## src/rtl/regfile_pkg.sv

```systemverilog
// Shared constants for the register file with scoreboard.
//   REGFILE_ADDR_W : default register address width (32 entries)
//   REGFILE_DATA_W : default register data width
//   ZERO_REG       : index of the hard-wired zero register
package regfile_pkg;

    localparam int REGFILE_ADDR_W = 5;
    localparam int REGFILE_DATA_W = 32;
    localparam int ZERO_REG       = 0;

endpackage : regfile_pkg

```

## src/rtl/regfile_scoreboard.sv

```systemverilog
// Busy-bit scoreboard for the register file.
// An issue marks a register as pending a write, and a writeback clears it.
// When an issue and a writeback hit the same register in one cycle, the
// issue wins. busy_cnt tracks the number of set bits incrementally.
// Ports:
//   clk, rst_n         : clock, asynchronous active-low reset
//   iss_en/iss_addr    : mark a register busy
//   w0_en/w0_addr      : writeback port 0 (clears busy)
//   w1_en/w1_addr      : writeback port 1 (clears busy)
//   busy               : registered busy vector, bit 0 always 0
//   busy_cnt           : registered popcount of busy
module regfile_scoreboard
    import regfile_pkg::*;
#(
    parameter int ADDR_W = REGFILE_ADDR_W
) (
    input  logic                 clk,
    input  logic                 rst_n,
    input  logic                 iss_en,
    input  logic [ADDR_W-1:0]    iss_addr,
    input  logic                 w0_en,
    input  logic [ADDR_W-1:0]    w0_addr,
    input  logic                 w1_en,
    input  logic [ADDR_W-1:0]    w1_addr,
    output logic [2**ADDR_W-1:0] busy,
    output logic [ADDR_W:0]      busy_cnt
);

    localparam int DEPTH = 2**ADDR_W;
    localparam int CNT_W = ADDR_W + 1;
    localparam logic [ADDR_W-1:0] ZERO_A = ADDR_W'(ZERO_REG);

    logic [DEPTH-1:0] busy_q, busy_d;
    logic [CNT_W-1:0] cnt_q, cnt_d;

    logic iss_v, w0_v, w1_v;
    logic set_inc, clr0_dec, clr1_dec;

    always_comb begin
        // NOTE: every combinational output gets a default before any
        // conditional assignment, so no path can leave it unassigned (no latch).
        iss_v = iss_en && (iss_addr != ZERO_A);
        w0_v  = w0_en  && (w0_addr  != ZERO_A);
        w1_v  = w1_en  && (w1_addr  != ZERO_A);

        busy_d = busy_q;
        if (w0_v) busy_d[w0_addr] = 1'b0;
        if (w1_v) busy_d[w1_addr] = 1'b0;
        // Issue is applied last so it overrides a same-address writeback.
        if (iss_v) busy_d[iss_addr] = 1'b1;
        busy_d[ZERO_REG] = 1'b0;

        // Count only real transitions: a set of an idle bit, or a clear of a
        // busy bit that is neither re-issued nor already cleared by w0.
        set_inc  = iss_v && !busy_q[iss_addr];
        clr0_dec = w0_v && busy_q[w0_addr] && !(iss_v && iss_addr == w0_addr);
        clr1_dec = w1_v && busy_q[w1_addr] && !(iss_v && iss_addr == w1_addr)
                   && !(w0_v && w0_addr == w1_addr);

        cnt_d = cnt_q + CNT_W'(set_inc) - CNT_W'(clr0_dec) - CNT_W'(clr1_dec);
    end

    always_ff @(posedge clk or negedge rst_n) begin
        // NOTE: sequential state uses non-blocking assignments so every flop
        // samples its pre-edge inputs regardless of statement order.
        if (!rst_n) begin
            busy_q <= '0;
            cnt_q  <= '0;
        end else begin
            busy_q <= busy_d;
            cnt_q  <= cnt_d;
        end
    end

    assign busy     = busy_q;
    assign busy_cnt = cnt_q;

endmodule : regfile_scoreboard

```

## src/rtl/regfile_sb.sv

```systemverilog
// Multi-read, dual-write register file with an issue/writeback scoreboard.
// Register 0 reads as zero, ignores writes and is never busy. Reads are
// combinational. Optional macro REGFILE_SB_BYPASS_EN forwards same-cycle
// write data to the read ports (w1 over w0) unless that register is also
// being issued in the same cycle.
// Ports:
//   clk, rst_n              : clock, asynchronous active-low reset
//   r_addr / r_data         : NRD packed read ports, port k at [k*W +: W]
//   r_busy                  : per read port, addressed register is pending
//   w0_*, w1_*              : writeback ports (w1 wins on same address)
//   iss_en / iss_addr       : mark a register pending
//   busy_cnt                : number of registers currently pending
module regfile_sb
    import regfile_pkg::*;
#(
    parameter int ADDR_W = REGFILE_ADDR_W,
    parameter int DATA_W = REGFILE_DATA_W,
    parameter int NRD    = 2
) (
    input  logic                  clk,
    input  logic                  rst_n,
    input  logic [NRD*ADDR_W-1:0] r_addr,
    output logic [NRD*DATA_W-1:0] r_data,
    output logic [NRD-1:0]        r_busy,
    input  logic                  w0_en,
    input  logic [ADDR_W-1:0]     w0_addr,
    input  logic [DATA_W-1:0]     w0_data,
    input  logic                  w1_en,
    input  logic [ADDR_W-1:0]     w1_addr,
    input  logic [DATA_W-1:0]     w1_data,
    input  logic                  iss_en,
    input  logic [ADDR_W-1:0]     iss_addr,
    output logic [ADDR_W:0]       busy_cnt
);

    localparam int DEPTH = 2**ADDR_W;
    localparam logic [ADDR_W-1:0] ZERO_A = ADDR_W'(ZERO_REG);

    logic [DATA_W-1:0] mem_q [DEPTH];
    logic [DATA_W-1:0] mem_d [DEPTH];
    logic [DEPTH-1:0]  busy;

    always_comb begin
        mem_d = mem_q;
        if (w0_en && w0_addr != ZERO_A) mem_d[w0_addr] = w0_data;
        // Applied after w0 so w1 wins on a same-address collision.
        if (w1_en && w1_addr != ZERO_A) mem_d[w1_addr] = w1_data;
        mem_d[ZERO_REG] = '0;
    end

    always_ff @(posedge clk or negedge rst_n) begin
        // NOTE: the array is deliberately reset -- reset must clear every
        // entry, which rules out a RAM macro and keeps it as flops.
        if (!rst_n) mem_q <= '{default: '0};
        else        mem_q <= mem_d;
    end

    regfile_scoreboard #(
        .ADDR_W (ADDR_W)
    ) u_scoreboard (
        .clk      (clk),
        .rst_n    (rst_n),
        .iss_en   (iss_en),
        .iss_addr (iss_addr),
        .w0_en    (w0_en),
        .w0_addr  (w0_addr),
        .w1_en    (w1_en),
        .w1_addr  (w1_addr),
        .busy     (busy),
        .busy_cnt (busy_cnt)
    );

    always_comb begin : read_mux
        logic [ADDR_W-1:0] ra;
        ra     = '0;
        r_data = '0;
        r_busy = '0;
        for (int k = 0; k < NRD; k++) begin
            ra = r_addr[k*ADDR_W +: ADDR_W];
            r_data[k*DATA_W +: DATA_W] = mem_q[ra];
            r_busy[k]                  = busy[ra];
`ifdef REGFILE_SB_BYPASS_EN
            // Forwarding is gated by rst_n so outputs stay 0 during reset.
            if (rst_n && ra != ZERO_A && !(iss_en && iss_addr == ra)) begin
                if (w1_en && w1_addr == ra) begin
                    r_data[k*DATA_W +: DATA_W] = w1_data;
                    r_busy[k]                  = 1'b0;
                end else if (w0_en && w0_addr == ra) begin
                    r_data[k*DATA_W +: DATA_W] = w0_data;
                    r_busy[k]                  = 1'b0;
                end
            end
`endif
        end
    end

endmodule : regfile_sb

```

## config.mk

```make
export PLATFORM = sky130hd
export DESIGN_NAME = regfile_sb
export DESIGN_NICKNAME = d
export VERILOG_FILES = /design/src/rtl/regfile_pkg.sv /design/src/rtl/regfile_scoreboard.sv /design/src/rtl/regfile_sb.sv
export SDC_FILE = /design/constraint.sdc
export NUM_CORES = 2
export LEC_CHECK = 0
export ABC_AREA = 0
export CAP_MARGIN = 20
export CORE_MARGIN = 2
export CORE_UTILIZATION = 50
export CTS_CLUSTER_SIZE = 10
export DETAILED_ROUTE_END_ITERATION = 7
export PLACE_DENSITY = 0.69
export SLEW_MARGIN = 25
export SYNTH_ARGS = -nofsm -noshare
export SYNTH_HDL_FRONTEND = slang
export SYNTH_SLANG_ARGS = --single-unit
```

## constraint.sdc

```tcl
create_clock -name clk -period 3 [get_ports clk]
set_input_delay 0.6 -clock clk [delete_from_list [all_inputs] [get_ports clk]]
set_output_delay 0.6 -clock clk [all_outputs]
set_load 0.01 [all_outputs]
```

==> run metrics <==
die height=~370 um; Synth Area in Simple Gates=just over 8%; main combinational cell family by area after synthesis=multiplexers; violated checks=setup timing; syn nets=about 6,400; CTS Buffer Depth=3; mapped cell area=65,500 sq um; met3 usage=about a tenth; Worst Max-Slew Pin Slew=approximately 0.88 ns; Detailed Routing Iterations Pass 1=6; Pins Over Slew Limit=0; WL final=253 mm; Final setup viols=37; Top FF cell, synth=dfrtp_1; routed vias/inst=~6.7; fraction of registers with async set/reset=between 90% and 100%; total number of vias=between 50,000 and 60,000; Synth Area per Inst=10.4 sq um; synth warn=0; min setup slack post-route=-0.409 ns; Power Density=roughly 620 nW/um^2; met2 usage=55.0%; die width=366 um; cts bufs inserted=118; post-synthesis sequential area ratio=about two fifths; Cells after Synth=between 6,000 and 7,000; Syn-to-layout area delta=22.3%; # DRC=0; Final min period=roughly 3.4 ns; crit share post-route=114%; die area=~130,000 sq um; WL/cell=30.0 um; largest fanout on the critical path=3; Worst Path Required=around 2.4 ns; CP Launch Type=flip-flop; Reg2Reg Setup Slack=-0.33 ns; std cell rows=132; most frequent cells in the layout=mux2i_1 (1,099), dfrtp_1 (1,029), nor2_1 (688); post-DP HPWL=approximately 160 mm; clock root buffer=clkbuf_16; achievable clock frequency=between 200 and 300 MHz; Setup Crit Path Kind=reg -> out; CTS clk-pin slew, worst paths=approximately 0.06 ns; Yosys reg bits=1,029; VDD IR max=approximately 0.52 mV; CTS tree=built; Final #Nets=around 6,700; Max-Cap Viols=0; EDFF count, synth=0; Core ar.=130,000 sq um; port bufs=roughly 170; CP arrival=between 2 and 3 ns; htree depth=3; Worst Hold Class=in -> async; mux contribution to synthesized area=between 30% and 40%; xor-xnor portion of the synthesized cell area=less than 1%; Distinct cells, synth=67; Starting Density=about half; All-Layer GR Usage=37.1%; grt met1 use=between 40% and 50%; clock skew=~0.0037 ns; unrepaired setup endpoints after global routing=yes; most common cell after layout, fill and taps aside=mux2i_1; compound-gate portion of the synthesized area=between 10% and 20%; Clk Latency, worst-skew pair=0.77 ns; Final Power=approximately 49 mW; initial antenna violation count=1; remaining antenna violation count after routing=0; status=finished with violations; final core occ=roughly three fifths; Iteration-0 DRC Markers=about 7,000; vias in the first global route=56,144; Routability Congestion=0.961; Pleak=approximately 35 nW; Hold Vio Cnt, Final=0; diodes inserted=0; CTS Sinks=1,029; global route hottest layer=met2; grt total ovfl=0; largest net degree at the start of global routing=between 100 and 150; first-pass GRT wire length=between 300 and 400 mm; I/O Pins=166; Adder-Cell Fraction of Synth Area=less than 1%; Slew Limit Headroom=about 40%; fraction of layout cells with a size suffix above 1=27.2%; CP Capture Type=output port
where the power goes:
part / switching, mW / internal [mW] / leakage (nW) / total [mW]
sequential: 3.01 / 17.6 / 12.5 / 20.6
combinational: 6.81 / 8.46 / 21.4 / 15.3
clock: 6.07 / 7.36 / 1.64 / 13.4
worst paths after layout:
kind,from,end,depth (start not counted)
max reg2reg,u_scoreboard.busy[11]$_DFF_PN0_,u_scoreboard.busy_cnt[5]$_DFF_PN0_,13
max in group asynchronous,rst_n,mem_q[571]$_DFF_PN0_,3
min,rst_n,u_scoreboard.busy_cnt[2]$_DFF_PN0_,2
max,u_scoreboard.busy[11]$_DFF_PN0_,r_busy[0],10
min in group clk,u_scoreboard.busy_cnt[0]$_DFF_PN0_,u_scoreboard.busy_cnt[0]$_DFF_PN0_,1
min reg2reg,u_scoreboard.busy_cnt[0]$_DFF_PN0_,u_scoreboard.busy_cnt[0]$_DFF_PN0_,1
registers in the layout, indices dropped and copies added, names as in the netlist:
register               flops
u_scoreboard.busy         31
mem_q                    992
u_scoreboard.busy_cnt      6
final cells by class:
class                           instances  area, sq um
Timing Repair Buffer                  994        11100
Inverter                               10         37.5
Fill cell                           10239        49700
Multi-Input combinational cell       4488        37600
Tap cell                             1742         2180
Sequential cell                      1029        25700
Clock inverter                         10          174
Clock buffer                          156         3210
kinds of logic (layout without fill, tap and decap cells):
kind of cell             Yosys count  after routing
buffers and inverters            773           1170
XOR/XNOR                          19             19
flip-flops                      1029           1029
AND/OR/NAND/NOR                 1318           1318
AO/OA/AOI/OAI                   1513           1513
multiplexers                    1630           1630
adder cells (fa/ha/maj)            8              8
routing by layer:
metal	wire length, um	vias to the layer above	share of wire (%)
met4	19700	4	7.8
li1	-	23735	-
met1	92300	27850	37
met5	25	-	0.0099
met2	111000	3853	44
met3	30100	1016	12
cell usage after synthesis, types with 38 or more instances:
cell      count  area [sq um]
a21oi_1     659          3300
a22o_1       75           657
a22oi_1      67           503
a32oi_1      87           762
buf_1        68           255
buf_2       171           856
clkbuf_1    455          1710
dfrtp_1    1029         25700
mux2_2       68           766
mux2i_1    1119         11200
mux4_2      443          9980
nand2_1     522          1960
nor2_1      703          2640
o21ai_0     336          1680
o21ai_1     161           806
o22ai_1      38           238
critical path: stages, from the launching register on:
cell and delay [ns]:
dfrtp_1 0.40, buf_6 0.13, buf_6 0.11, buf_6 0.11, mux4_2 0.44, mux2i_1 0.17
nor2_1 0.06, a21oi_1 0.17, buf_4 0.18, o221ai_4 0.12, buf_6 0.15
timing repair:
action / 4_1_cts / 5_1_grt
gates resized for setup: 638 / 117
gates cloned: 10 / 4
hold endpoints to repair: 23 / 0
buffers inserted: 112 / 69
pin swaps: 86 / 55
hold buffers: 1 / 0
setup endpoints to repair: 70 / 66
per-stage QoR:
step	std cells	worst slack, ns	TNS (ns)	hold slack (ns)	instance area [sq um]
after floorplan	6290	-0.357	-0.613	0.304	65600
after global placement	8098	-1.18	-84.32	0.547	73800
after detailed placement	8098	-1.15	-94.42	0.547	73800
after CTS	8370	-0.389	-3.80	0.335	79200
after global routing	8429	-0.437	-5.68	0.365	80100
final	8429	-0.409	-3.21	0.372	80100
No activity file was read; power rests on OpenSTA's default activity.
